### src/rtl/imem_fetch_requester.sv
// Instruction-fetch requester: one read outstanding, one-entry output buffer, redirect/flush.
// Build macro FETCH_TIMEOUT_EN adds a sticky wait-timeout flag on timeout_err_o.
module imem_fetch_requester #(
  parameter logic [31:0] RESET_PC       = 32'h0000_0000,
  parameter bit          WORD_ADDR      = 1'b1,
  parameter int unsigned TIMEOUT_CYCLES = 63
) (
  input  logic        clk,
  input  logic        reset,
  input  logic        redirect_valid_i,
  input  logic [31:0] redirect_pc_i,
  output logic        out_valid_o,
  input  logic        out_ready_i,
  output logic [31:0] out_pc_o,
  output logic [31:0] out_instr_o,
  output logic        mem_rreq_o,
  output logic [31:0] mem_raddr_o,
  input  logic [31:0] mem_rdata_i,
  input  logic        mem_data_valid_i,
  output logic        busy_o
`ifdef FETCH_TIMEOUT_EN
  ,
  output logic        timeout_err_o
`endif
);

  typedef enum logic [1:0] {StIdle, StReq, StHold} state_e;

  state_e      state_q, state_d;
  logic [31:0] pc_q, pc_d;
  logic        kill_q, kill_d;
  logic        rreq_q, rreq_d;
  logic [31:0] raddr_q, raddr_d;
  logic        out_valid_q, out_valid_d;
  logic [31:0] out_pc_q, out_pc_d;
  logic [31:0] out_instr_q, out_instr_d;

  function automatic logic [31:0] fetch_addr(input logic [31:0] pc);
    return WORD_ADDR ? {2'b00, pc[31:2]} : pc;
  endfunction

  always_ff @(posedge clk) begin
    if (reset) begin
      state_q     <= StIdle;
      pc_q        <= RESET_PC;
      kill_q      <= 1'b0;
      rreq_q      <= 1'b0;
      raddr_q     <= '0;
      out_valid_q <= 1'b0;
      out_pc_q    <= '0;
      out_instr_q <= '0;
    end else begin
      state_q     <= state_d;
      pc_q        <= pc_d;
      kill_q      <= kill_d;
      rreq_q      <= rreq_d;
      raddr_q     <= raddr_d;
      out_valid_q <= out_valid_d;
      out_pc_q    <= out_pc_d;
      out_instr_q <= out_instr_d;
    end
  end

  // A response that coincides with a redirect, or arrives while a kill is pending, is dropped.
  always_comb begin
    state_d = state_q;
    unique case (state_q)
      StIdle: state_d = StReq;
      StReq: begin
        if (mem_data_valid_i) begin
          state_d = (kill_q || redirect_valid_i) ? StIdle : StHold;
        end
      end
      StHold: begin
        if (redirect_valid_i || out_ready_i) state_d = StReq;
      end
      default: state_d = StIdle;
    endcase
  end

  always_comb begin
    pc_d        = pc_q;
    kill_d      = kill_q;
    rreq_d      = rreq_q;
    raddr_d     = raddr_q;
    out_valid_d = out_valid_q;
    out_pc_d    = out_pc_q;
    out_instr_d = out_instr_q;
    unique case (state_q)
      StIdle: begin
        pc_d        = redirect_valid_i ? redirect_pc_i : pc_q;
        rreq_d      = 1'b1;
        raddr_d     = fetch_addr(pc_d);
        out_valid_d = 1'b0;
      end
      StReq: begin
        if (redirect_valid_i) pc_d = redirect_pc_i;
        if (mem_data_valid_i) begin
          rreq_d = 1'b0;
          kill_d = 1'b0;
          if (!kill_q && !redirect_valid_i) begin
            out_valid_d = 1'b1;
            out_pc_d    = pc_q;
            out_instr_d = mem_rdata_i;
          end
        end else if (redirect_valid_i) begin
          // Address stays put; the stale reply is swallowed when it lands.
          kill_d = 1'b1;
        end
      end
      StHold: begin
        if (redirect_valid_i || out_ready_i) begin
          pc_d        = redirect_valid_i ? redirect_pc_i : pc_q + 32'd4;
          out_valid_d = 1'b0;
          rreq_d      = 1'b1;
          raddr_d     = fetch_addr(pc_d);
        end
      end
      default: rreq_d = 1'b0;
    endcase
  end

  always_comb begin
    busy_o      = (state_q == StReq);
    mem_rreq_o  = rreq_q;
    mem_raddr_o = raddr_q;
    out_valid_o = out_valid_q;
    out_pc_o    = out_pc_q;
    out_instr_o = out_instr_q;
  end

`ifdef FETCH_TIMEOUT_EN
  localparam logic [6:0] TimeoutVal = 7'(TIMEOUT_CYCLES);

  logic [6:0] wait_cnt_q, wait_cnt_d;
  logic       timeout_err_q, timeout_err_d;

  // Counter saturates at the limit; the flag is sticky until reset.
  always_comb begin
    wait_cnt_d    = wait_cnt_q;
    timeout_err_d = timeout_err_q;
    if (state_q != StReq) begin
      wait_cnt_d = '0;
    end else if (!mem_data_valid_i && wait_cnt_q != TimeoutVal) begin
      wait_cnt_d = wait_cnt_q + 7'd1;
      if (wait_cnt_d == TimeoutVal) timeout_err_d = 1'b1;
    end
  end

  always_ff @(posedge clk) begin
    if (reset) begin
      wait_cnt_q    <= '0;
      timeout_err_q <= 1'b0;
    end else begin
      wait_cnt_q    <= wait_cnt_d;
      timeout_err_q <= timeout_err_d;
    end
  end

  assign timeout_err_o = timeout_err_q;
`else
  logic unused_timeout_cfg;
  assign unused_timeout_cfg = ^TIMEOUT_CYCLES;
`endif

endmodule

### config.mk
export PLATFORM = sky130hd
export DESIGN_NAME = imem_fetch_requester
export DESIGN_NICKNAME = d
export VERILOG_FILES = /design/src/rtl/imem_fetch_requester.sv
export SDC_FILE = /design/constraint.sdc
export NUM_CORES = 1
export LEC_CHECK = 0
export CAP_MARGIN = 5
export CORE_UTILIZATION = 52
export DETAILED_ROUTE_END_ITERATION = 8
export PLACE_DENSITY = 0.86
export SLEW_MARGIN = 20
export SYNTH_ARGS = -nofsm -noshare
export SYNTH_HDL_FRONTEND = slang
export SYNTH_SLANG_ARGS = --single-unit
### constraint.sdc
create_clock -name clk -period 4.5 [get_ports clk]
set_input_delay 0.9 -clock clk [delete_from_list [all_inputs] [get_ports clk]]
set_output_delay 0.9 -clock clk [all_outputs]
set_load 0.01 [all_outputs]
# Yosys cells after proc, flatten, opt, wreduce, memory -nomap -nowiden
# Index checks and enable logic that the tools add are counted.
# W data, S select, Z words.
[classes] shift=0 n_lt_le_gt_ge=0 n_bitwise=0 muxes=19 multipliers=0 n_addsub=1 div=0 n_reduce_logical=18 eq_ne=6
[op_table] op="$mux W32" n=4
[op_table] op="$pmux W32 S2" n=2
[op_table] op="$add A32 B3 Y32 const B" n=1
[op_table] op="$reduce_and A2 Y1" n=4
[op_table] op="$mux W1" n=7
[op_table] op="$mux W2" n=3
[op_table] op="$pmux W1 S3" n=2
[op_table] op="$pmux W2 S3" n=1
[op_table] op="$reduce_and A3 Y1" n=2
[op_table] op="$reduce_bool A2 Y1" n=3
[op_table] op="$ne A2 B1 Y1 const B" n=2
[op_table] op="$ne A2 B2 Y1 const B" n=2
[op_table] op="$reduce_and A4 Y1" n=1
[op_table] op="$reduce_bool A3 Y1" n=1
[op_table] op="$eq A2 B1 Y1 const B" n=1
[op_table] op="$eq A2 B2 Y1 const B" n=1
[op_table] op="$logic_not A1 Y1" n=2
[op_table] op="$logic_not A2 Y1" n=1
[op_table] op="$logic_or A1 B1 Y1" n=2
[op_table] op="$reduce_or A2 Y1" n=1
[op_table] op="$logic_and A1 B1 Y1" n=1
[word_totals] ff_bits=133 elab_cells=53 latch_bits=0 mem_count=0 out_inout_bits=99 in_bits=69 ramBits=0 rom_bits=0

# Longest topological paths before layout
[depth] word_depth=5 ltp_mapped=8

# Worst setup path before layout
# OpenSTA, ideal clock, no wires.
[synth_path] path_type="input to register" start="input redirect_valid_i" end="register pc_q[14]" arrival_time_ps=2018 t_required_ps=4372 path_stages=6 path_buffers=3 slack_ps=2354 path_cell_list="clkbuf_1 -> buf_1 -> clkbuf_1 -> o21ai_0 -> a22oi_1 -> nor2_1"
[synth_via] elab_chain_len=3
[synth_rtl] item="from (decl)" line_no="10" rtl="input logic redirect_valid_i,"
[synth_rtl] item="$mux W32 / $logic_or A1 B1 Y1 (equally long branches)" line_no="113, 112"
[synth_rtl] item="$mux W32 / $ne A2 B2 Y1 (equally long branches)"
[synth_rtl] item="$pmux W32 S2 / $reduce_and A2 Y1 (equally long branches)"
[synth_rtl] item="to (signal assigned)" line_no="54" rtl="pc_q <= pc_d;"
[synth_rtl] item="to (decl)" line_no="30" rtl="logic [31:0] pc_q, pc_d;"
# Parallel ways exist; a longest one is shown, timed or not. The select of a mux whose other input is x is not followed.
# A chain may end at the register's enable or synchronous reset.

# Final worst setup path
[layout_path] start="register state_q[0]" end="output busy_o"
[layout_via] elab_chain_len=1
[layout_rtl] item="from (decl)" line_no="29" rtl="state_e state_q, state_d;"
[layout_rtl] item="from (signal assigned)" line_no="44" rtl="state_q <= StIdle;"
[layout_rtl] item="from (signal assigned)" line_no="53" rtl="state_q <= state_d;"
[layout_rtl] item="$eq A2 B1 Y1" line_no="124" rtl="busy_o = (state_q == StReq);"
[layout_rtl] item="to (decl)" line_no="20" rtl="output logic busy_o"
# Every way passes these cells.

==> summary.txt <==
Finish
  • Net count, final: 975
  • N_diodes: 0
  • Fill count: 831
  • Multi-input gate area: 3060 sq um
  • Layout cells sized above 1: 0.0588
  • Reg area: 2620 sq um
  • Area grow syn2layout: 36.4%

Timing
  • Final setup viols: 0
  • Worst Tran Pin Value: 1.13 ns
  • Final TNS setup: 0 ns
  • Final Hold Vio Count: 0
  • Final WS setup: 1.58 ns
  • Clk_skew: 0.00794 ns
  • Period utilization: 0.650
  • Slew HR: 0.249
  • Min Tclk post-route: 2.92 ns
  • Fmax: 342 MHz
  • RSZ-0062 raised after global routing: false
  • Fin. max-slew vios: 0

Yosys
  • Simple-gate portion of the synthesized area: 0.259
  • Top cell type's share of synthesized area: 0.437
  • Synth Area in Compound Gates: 0.211
  • Synth Area in Adders: 0.00209
  • Post-synthesis xor/xnor area fraction: 0.0190
  • Flops & latches, synth: 131
  • Cell area after synthesis: 5990 sq um
  • Post-Syn Area per Cell: 7.67 sq um
  • Most numerous cell in the Yosys netlist: nand2_1
  • Post-synthesis mux area share: 0.0169
  • Post-synth EDFFs: 0
  • Cell taking the most area after synthesis: dfxtp_1
  • Ys Warns: 0
  • Ys flop type: dfxtp_1
  • Synth cell count leaders: nand2_1 (205), dfxtp_1 (131), a21oi_1 (102)
  • Post-synth cell types: 65
  • Register area share after synthesis: 0.437
  • Largest family of logic cells by synthesized area: simple AND/OR/NAND/NOR gates
  • Most area-consuming cells after synthesis: dfxtp_1 (44%), nand2_1 (13%), a21oi_1 (8.5%)
  • Syn Inst Count: 782
  • Post-synth ARST share: 0

Global routing
  • Grt ovf: 0
  • GRT Resource Usage Total: 0.310
  • Met2 usage: 0.512
  • First-pass GRT wire length: 28.7 mm
  • Largest net degree at the start of global routing: 57
  • Busiest grt layer: met2
  • Met1 Track Usage GR: 0.385
  • Vias in the first global route: 6,000
  • Antenna violations before repair: 0
  • Met3 global-route usage: 0.0611

Drt
  • Vias: 6,355
  • Initial drt markers: 579
  • Routed WL: 18.5 mm
  • DR pass1 iterations: 6
  • Vias/cell: 6.01
  • Post-route ant nets: 0
  • Average routed wire per standard cell: 17.5 microns
  • Post-route DRC: 0

Setup path
  • Worst Reg2Reg Path Length in Cells: 5
  • R2r endpoint: pc_q[29]$_SDFFE_PP0P_
  • Crit path cell chain: nor2b_1 > clkdlybuf4s50_1
  • Crit Path Max Fanout: 14
  • Critical path startpoint: state_q[0]$_SDFFE_PP0P_
  • Top delay family on crit path: buffers and inverters
  • Worst setup SP type: flip-flop
  • Critical Path AT: 2.02 ns
  • Reg-to-reg slack, setup: 1.88 ns
  • CP Class: flip-flop to output port
  • Worst setup EP type: output port
  • FF-to-FF Start: pc_q[14]$_SDFFE_PP0P_
  • Worst Path Buf+Inv: 1
  • Largest stage delay, worst path: 0.63 ns
  • Capture point of the worst path: busy_o
  • Crit-path slowest cell: clkdlybuf4s50_1
  • Worst path depth: 2
  • Worst path required time: 3.60 ns

Floorplanning
  • Core ar.: 11,000 sq um
  • Initial core utilization: 0.543
  • Die ar.: 12,000 sq um
  • Die Y-Extent: 109 microns
  • Boundary Pins: 168
  • Row Count: 38
  • Die width: 109 microns

Power
  • Power Density: 366 nW/um^2
  • Worst VDD drop: 0.264 mV
  • P_leak: 0.00282 uW

Clock tree
  • Htree depth: 4
  • Clock Path Buffers: 2
  • Postcts setup bufs: 0
  • Clk sinks: 131
  • TritonCTS buffer count: 17
  • CTS tree: done
  • Reg clk slew, reported paths: 0.06 ns
  • Root Driver: clkbuf_16
  • Post-CTS sizing: 0
  • Hold_buf cts: 0
  • Worst-Skew Late Latency: 0.42 ns

Worst hold path
  • Hold WC Path Type: flip-flop to flip-flop

Place
  • Pre-CTS setup slack: 1.42 ns
  • Post-DP HPWL: 12.4 mm
  • Routability Congestion: 0.902
  • Port Buf Inserts: 165

Flow run
  • Max-capacitance violation count: 0

Outcome
  • Run status: finished, final reports clean
logic make-up (layout without fill, tap and decap cells):
kind of cell	Yosys count	after routing
compound gates	212	212
flops	131	131
buf+inv	78	213
fa+ha+maj	1	1
xor+xnor	13	13
simple gates	336	336
mux	10	10
other cells	1	2
report_power, final:
part / switching (uW) / total, uW / internal [uW]
sequential: 62.7 / 1280 / 1220
clock: 500 / 1360 / 857
combinational: 177 / 356 / 179
total: 739 / 2990 / 2250
state kept, by name, indices dropped and copies added, names as in the netlist:
name         cells
mem_rreq_o       1
state_q          2
kill_q           1
pc_q            32
out_valid_o      1
out_instr_o     32
out_pc_o        32
mem_raddr_o     30
area by class of cell:
class | instances | area share
multi-input combinational | 574 | 0.375
sequential | 131 | 0.321
timing repair buffer | 173 | 0.208
clock buffer | 24 | 0.0589
tap | 140 | 0.0214
clock inverter | 8 | 0.0124
inverter | 8 | 0.00367
worst min-delay path by stage:
stage                                    startpoint                   endpoint  slack [ns]  depth (start not counted)
after detailed placement   out_pc_o[1]$_SDFFE_PP0P_   out_pc_o[1]$_SDFFE_PP0P_        0.45                          2
after global routing       out_pc_o[0]$_SDFFE_PP0P_   out_pc_o[0]$_SDFFE_PP0P_        0.47                          2
after CTS                  out_pc_o[1]$_SDFFE_PP0P_   out_pc_o[1]$_SDFFE_PP0P_        0.45                          2
after global placement         pc_q[0]$_SDFFE_PP0P_   out_pc_o[0]$_SDFFE_PP0P_        0.44                          2
final                     out_pc_o[28]$_SDFFE_PP0P_  out_pc_o[28]$_SDFFE_PP0P_        0.45                          2
after floorplan                pc_q[0]$_SDFFE_PP0P_   out_pc_o[0]$_SDFFE_PP0P_        0.43                          2
worst min-delay path, stage by stage, from the launching register on:
cell     delay, ns
dfxtp_1       0.30
nand2_1       0.05
a21oi_1       0.05
layer usage:
layer	up-vias	wire length [microns]
met5	-	0
met4	0	486
met3	56	1550
met2	362	8900
met1	2960	7610
li1	2977	-
cells in the final DEF, fill, tap and decap left out, types with 7 or more instances in the layout:
cell type and count:
nand3_1 20, nor3_1 12, dfxtp_1 131, nor4_1 11, inv_1 8, clkbuf_16 17, nand4_1 9, clkdlybuf4s50_1 163
a21oi_1 102, nand2_1 205, mux2i_1 9, nor2_1 28, nand2b_1 10, xnor2_1 10, o22ai_1 14, o31ai_1 7
o21ai_0 34, buf_4 9
metrics by stage:
step / std cells / total power (uW) / util / cell area, sq um / hold WS [ns]
after floorplan: 783 / 1470 / - / 6000 / 0.431
after global placement: 1026 / 1640 / 0.689 / 7590 / 0.439
after detailed placement: 1026 / 1650 / 0.689 / 7590 / 0.446
after CTS: 1058 / 3000 / 0.741 / 8180 / 0.454
after global routing: 1058 / 3090 / 0.741 / 8180 / 0.473
final: 1058 / 2990 / 0.741 / 8180 / 0.451
No activity file was read; power rests on OpenSTA's default activity.
